[src/rtl/mod_arith_pkg.sv]
// Shared constants and state encoding for the modular-exponentiation sequencer.
//   N   : operand / exponent width
//   CW  : width of the exponent bit-index counter
//   P   : field prime 2^255-19
//   ONE : multiplicative identity at operand width
package mod_arith_pkg;

  localparam int unsigned N  = 255;
  localparam int unsigned CW = $clog2(N);

  localparam logic [N-1:0] P   = {{(N-8){1'b1}}, 8'hED};
  localparam logic [N-1:0] ONE = N'(1);

  typedef enum logic [2:0] {
    ST_IDLE    = 3'd0,
    ST_ISSUE_X = 3'd1,
    ST_WAIT_X  = 3'd2,
    ST_ISSUE_S = 3'd3,
    ST_WAIT_S  = 3'd4,
    ST_FIN     = 3'd5
  } ladder_state_t;

endpackage

[src/rtl/ladder_sel.sv]
// Montgomery-ladder operand select and writeback decode.
//   state_i   : current sequencer state
//   b_i       : exponent bit being processed
//   ack_i     : multiplier product valid
//   r0_i/r1_i : ladder registers
//   mul_a_c/mul_b_c : multiplier operands (zero outside a multiply)
//   we_r0_c/we_r1_c : load mul_p into R0 / R1 this cycle
module ladder_sel
  import mod_arith_pkg::*;
(
  input  ladder_state_t  state_i,
  input  logic           b_i,
  input  logic           ack_i,
  input  logic [N-1:0]   r0_i,
  input  logic [N-1:0]   r1_i,
  output logic [N-1:0]   mul_a_c,
  output logic [N-1:0]   mul_b_c,
  output logic           we_r0_c,
  output logic           we_r1_c
);

  // Cross product R0*R1 lands in the register selected by b; the square
  // uses the other register, which still holds its pre-step value.
  always_comb begin
    mul_a_c = '0;
    mul_b_c = '0;
    we_r0_c = 1'b0;
    we_r1_c = 1'b0;
    case (state_i)
      ST_ISSUE_X, ST_WAIT_X: begin
        mul_a_c = r0_i;
        mul_b_c = r1_i;
        if (state_i == ST_WAIT_X && ack_i) begin
          we_r0_c = b_i;
          we_r1_c = ~b_i;
        end
      end
      ST_ISSUE_S, ST_WAIT_S: begin
        mul_a_c = b_i ? r1_i : r0_i;
        mul_b_c = b_i ? r1_i : r0_i;
        if (state_i == ST_WAIT_S && ack_i) begin
          we_r0_c = ~b_i;
          we_r1_c = b_i;
        end
      end
      default: ;
    endcase
  end

endmodule

[src/rtl/mod_exp_ctrl.sv]
// Constant-time x^k mod p sequencer (Montgomery ladder, MSB-first) driving a
// shared external modular multiplier over a req/ack handshake.
//   clk, rst_n        : clock, async active-low reset
//   start, x, k       : operation request and operands (sampled when idle)
//   busy, done        : operation in flight / one-cycle completion pulse
//   result            : x^k mod p, held until overwritten by the next operation
//   mul_req/a/b       : multiply request and operands (stable until ack)
//   mul_ack, mul_p    : multiply completion and product
module mod_exp_ctrl
  import mod_arith_pkg::*;
(
  input  logic          clk,
  input  logic          rst_n,
  input  logic          start,
  input  logic [N-1:0]  x,
  input  logic [N-1:0]  k,
  output logic          busy,
  output logic          done,
  output logic [N-1:0]  result,
  output logic          mul_req,
  output logic [N-1:0]  mul_a,
  output logic [N-1:0]  mul_b,
  input  logic          mul_ack,
  input  logic [N-1:0]  mul_p
);

  ladder_state_t  state_q, state_d;
  logic [N-1:0]   r0_q, r0_d;
  logic [N-1:0]   r1_q, r1_d;
  logic [N-1:0]   k_q, k_d;
  logic [CW-1:0]  idx_q, idx_d;
  logic [N-1:0]   result_q, result_d;
  logic           busy_q, busy_d;
  logic           done_q, done_d;
  logic           req_q, req_d;

  logic           bit_c;
  logic           we_r0_c, we_r1_c;

  assign bit_c = k_q[idx_q];

  ladder_sel u_sel (
    .state_i (state_q),
    .b_i     (bit_c),
    .ack_i   (mul_ack),
    .r0_i    (r0_q),
    .r1_i    (r1_q),
    .mul_a_c (mul_a),
    .mul_b_c (mul_b),
    .we_r0_c (we_r0_c),
    .we_r1_c (we_r1_c)
  );

  // Next-state, ladder update and registered-output decode.
  always_comb begin
    state_d  = state_q;
    r0_d     = r0_q;
    r1_d     = r1_q;
    k_d      = k_q;
    idx_d    = idx_q;
    result_d = result_q;

    case (state_q)
      ST_IDLE: begin
        if (start) begin
          k_d     = k;
          r0_d    = ONE;
          r1_d    = x;
          idx_d   = CW'(N - 1);
          state_d = ST_ISSUE_X;
        end
      end
      ST_ISSUE_X: state_d = ST_WAIT_X;
      ST_WAIT_X: begin
        if (mul_ack) state_d = ST_ISSUE_S;
      end
      ST_ISSUE_S: state_d = ST_WAIT_S;
      ST_WAIT_S: begin
        if (mul_ack) begin
          if (idx_q == '0) begin
            // Capture the final R0 now so result is valid alongside done.
            result_d = we_r0_c ? mul_p : r0_q;
            state_d  = ST_FIN;
          end else begin
            idx_d   = CW'(idx_q - 1'b1);
            state_d = ST_ISSUE_X;
          end
        end
      end
      ST_FIN:  state_d = ST_IDLE;
      default: state_d = ST_IDLE;
    endcase

    if (we_r0_c) r0_d = mul_p;
    if (we_r1_c) r1_d = mul_p;

    busy_d = (state_d != ST_IDLE);
    done_d = (state_d == ST_FIN);
    req_d  = (state_d == ST_ISSUE_X) || (state_d == ST_ISSUE_S);
  end

  // State and datapath registers.
  always_ff @(posedge clk or negedge rst_n) begin
    if (!rst_n) begin
      state_q  <= ST_IDLE;
      r0_q     <= '0;
      r1_q     <= '0;
      k_q      <= '0;
      idx_q    <= '0;
      result_q <= '0;
      busy_q   <= 1'b0;
      done_q   <= 1'b0;
      req_q    <= 1'b0;
    end else begin
      state_q  <= state_d;
      r0_q     <= r0_d;
      r1_q     <= r1_d;
      k_q      <= k_d;
      idx_q    <= idx_d;
      result_q <= result_d;
      busy_q   <= busy_d;
      done_q   <= done_d;
      req_q    <= req_d;
    end
  end

  assign busy    = busy_q;
  assign done    = done_q;
  assign result  = result_q;
  assign mul_req = req_q;

endmodule

[config.mk]
export PLATFORM = sky130hd
export DESIGN_NAME = mod_exp_ctrl
export DESIGN_NICKNAME = d
export VERILOG_FILES = /design/src/rtl/mod_arith_pkg.sv /design/src/rtl/ladder_sel.sv /design/src/rtl/mod_exp_ctrl.sv
export SDC_FILE = /design/constraint.sdc
export NUM_CORES = 2
export LEC_CHECK = 0
export CAP_MARGIN = 15
export CORE_AREA = 4 4 592 594
export DETAILED_ROUTE_END_ITERATION = 10
export DIE_AREA = 0 0 596 598
export SKIP_CTS_REPAIR_TIMING = 1
export SLEW_MARGIN = 10
export SYNTH_ARGS = -nofsm -noshare
export SYNTH_HDL_FRONTEND = slang
export SYNTH_SLANG_ARGS = --single-unit
[constraint.sdc]
create_clock -name clk -period 10 [get_ports clk]
set_clock_uncertainty 0.2 [all_clocks]
set_input_delay 2 -clock clk [delete_from_list [all_inputs] [get_ports clk]]
set_output_delay 2 -clock clk [all_outputs]
set_load 0.01 [all_outputs]
==> results_dict.tcl <==
set metrics [dict create \
    antenna_found_initial 156 \
    slew_headroom 0.1605 \
    synth_warnings 0 \
    p_comb_frac 0.500 \
    cts_sinks 1034 \
    path_clk_slew_ps 60 \
    outcome "complete, no violations" \
    grt.overflow.total 0 \
    grt_pass1_vias 54900 \
    viasPerCell 4.810 \
    synth_cell_types 63 \
    grtUsageTotal 0.2011 \
    yosysSeqAreaShare 0.4850 \
    worstPathRequired_ps 7800 \
    nNetsFinal 8129 \
    p_sw_mw 13.18 \
    maxCapViolations 0 \
    globalplace.congestion 1.024 \
    pre_cts_ws_ps 1842 \
    drive_gt1_frac 0.05724 \
    worstMarginPinSlew_ps 1259 \
    grt_pass1_wl_um 499800 \
    cts_buffers 139 \
    wire_per_inst_um 31.33 \
    power_frac_clock 0.189 \
    hold_violations 0 \
    p_int_mw 14.28 \
    start_util 0.1546 \
    power.density_mw_per_mm2 353.0 \
    vias 58180 \
    syn_area_per_cell_um2 8.593 \
    clock_tree.root_cell "clkbuf_16" \
    die_w_um 596 \
    die_y_um 598 \
    fin_crit_ps 8879 \
    clockBufferDepth 4 \
    die_area_mm2 0.3564 \
    dr.pass1.iters 6 \
    synthFlopType "dfrtp_1" \
    cts_tree "built" \
    ios 1537 \
    synth_seq_cells 1034 \
    path_class "flop to primary output" \
    setup_violations 0 \
    clk_latency_ps 830 \
    layout_common_cells "nand2_1, clkdlybuf4s50_1, dfrtp_1" \
    first_iter_violations 6845 \
    grt_max_degree 168 \
    synth_cells 6208 \
    drc 0 \
    wirelength_um 379000 \
    min_path_type "flop to flop" \
    core_mm2 0.3451 \
    path_max_fanout 77 \
    p_leak_nw 32.26 \
    setup_tns_ps 0 \
    ant_nets 0 \
    max_freq_mhz 112.6 \
    setup_ws_ps 1121 \
    seqPwrFrac 0.311 \
    synthToLayoutAreaGrowth_pct 45.87 \
    port_buffers 1536 \
    synth_nets 6979 \
    peakVddDrop_mv 0.3191 \
    cp-end-kind "primary output" \
    grt_setup_unrepaired "no" \
    worstPathArrival_ps 6680 \
    mostFrequentLayoutCell "nand2_1" \
    start_kind "flop" \
    slew_violations 0 \
    finalCritPeriodShare 0.8879 \
    h-tree-depth 4 \
    synth_area_mm2 0.05334 \
    std_cell_rows 216 \
    switching_share 0.4800 \
    dp_hpwl_um 288500 \
    synth-edff-count 0 \
    synthArstFlopShare 1.000 \
]
sequential cells by signal, summed over array words and instances, names as in the netlist:
| name | cells |
|---|---|
| busy | 1 |
| mul_req | 1 |
| r0_q | 255 |
| idx_q | 8 |
| result | 255 |
| k_q | 255 |
| r1_q | 255 |
| done | 1 |
| state_q | 3 |
kinds of logic (layout without fill, tap and decap cells):
group,after synthesis,in the layout,share of synthesized area
compound gates,1335,1335,0.1933
xor+xnor,5,5,0.0008209
fa+ha+maj,2,2,0.0004690
buf+inv,653,1905,0.05352
flops,1034,1034,0.4850
mux,89,89,0.02901
other cells,0,57,0
simple gates,3090,3090,0.2378
power by group through the flow:
stage | Sequential (mW) | Clock (mW) | Combinational (mW)
after floorplan | 6.51 | 0 | 7.55
after global placement | 8.56 | 0 | 13.6
after detailed placement | 8.53 | 0 | 13.7
after CTS | 8.46 | 5.33 | 13.7
after global routing | 8.59 | 5.48 | 14.5
final | 8.53 | 5.20 | 13.7
synth_stat cells (all sizes together), types with 56 or more instances:
library cell     n  share of area
a211o           56         0.0092
buf            243          0.025
a22o           513          0.084
o22ai          255          0.031
nand3          261          0.024
nor2           471          0.033
clkbuf         403          0.028
nand2         2060           0.14
nand4          256          0.030
o21ai          209          0.020
dfrtp         1034           0.49
a32oi          255          0.042
area by class of cell:
| type | instances | area [um^2] |
|---|---|---|
| fillers | 37690 | 267300 |
| flip-flops and latches | 1034 | 25880 |
| multi-input cells | 4521 | 24740 |
| repair buffers | 1655 | 16710 |
| well taps | 4578 | 5728 |
| clock buffers | 192 | 3970 |
| clock inverters | 51 | 613.1 |
| diodes | 57 | 142.6 |
| inverters | 7 | 26.28 |
path summary, 6_finish.rpt:
kind / start / end / slack (ps) / cells past startpoint
max in group asynchronous: rst_n / r0_q[199]$_DFFE_PN0P_ / 6450 / 3
min in group asynchronous: rst_n / k_q[67]$_DFFE_PN0P_ / 1020 / 1
worst max register to register: idx_q[2]$_DFFE_PN0P_ / result[147]$_DFFE_PN0P_ / 3470 / 11
worst max-delay path: idx_q[2]$_DFFE_PN0P_ / mul_a[85] / 1120 / 13
worst min register to register: k_q[75]$_DFFE_PN0P_ / k_q[75]$_DFFE_PN0P_ / 270 / 2
worst min-delay path: k_q[75]$_DFFE_PN0P_ / k_q[75]$_DFFE_PN0P_ / 270 / 2
worst max-delay path, cell delays in order, from the launching register on:
cell and delay, ps:
dfrtp_2 940, buf_4 410, mux4_2 340, mux2i_1 560
o221ai_1 450, a2111oi_2 500, a21o_1 310, a21oi_1 110
buf_4 220, o21ai_4 470, buf_12 240, buf_12 320
a22o_1 300, clkdlybuf4s50_1 580
layer usage:
layer	vias up	share of wire	global-route usage
met5	-	0.0017	0
met4	96	0.065	0.1122
met3	844	0.13	0.09015
met2	3744	0.43	0.2986
met1	29110	0.38	0.2412
li1	24390	-	-
stage by stage:
step / hold slack, ps / std cells / utilization / power (mW) / area [um^2]
final: 270.4 / 12100 / 0.2255 / 27.46 / 77810
after floorplan: 240.1 / 6208 / - / 14.06 / 53340
after CTS: 272.4 / 12040 / 0.2251 / 27.53 / 77670
after detailed placement: 258.5 / 11800 / 0.2118 / 22.22 / 73090
after global routing: 285.5 / 12080 / 0.2253 / 28.58 / 77770
after global placement: 253.3 / 11790 / 0.2117 / 22.14 / 73070
No activity file was read; power rests on OpenSTA's default activity.
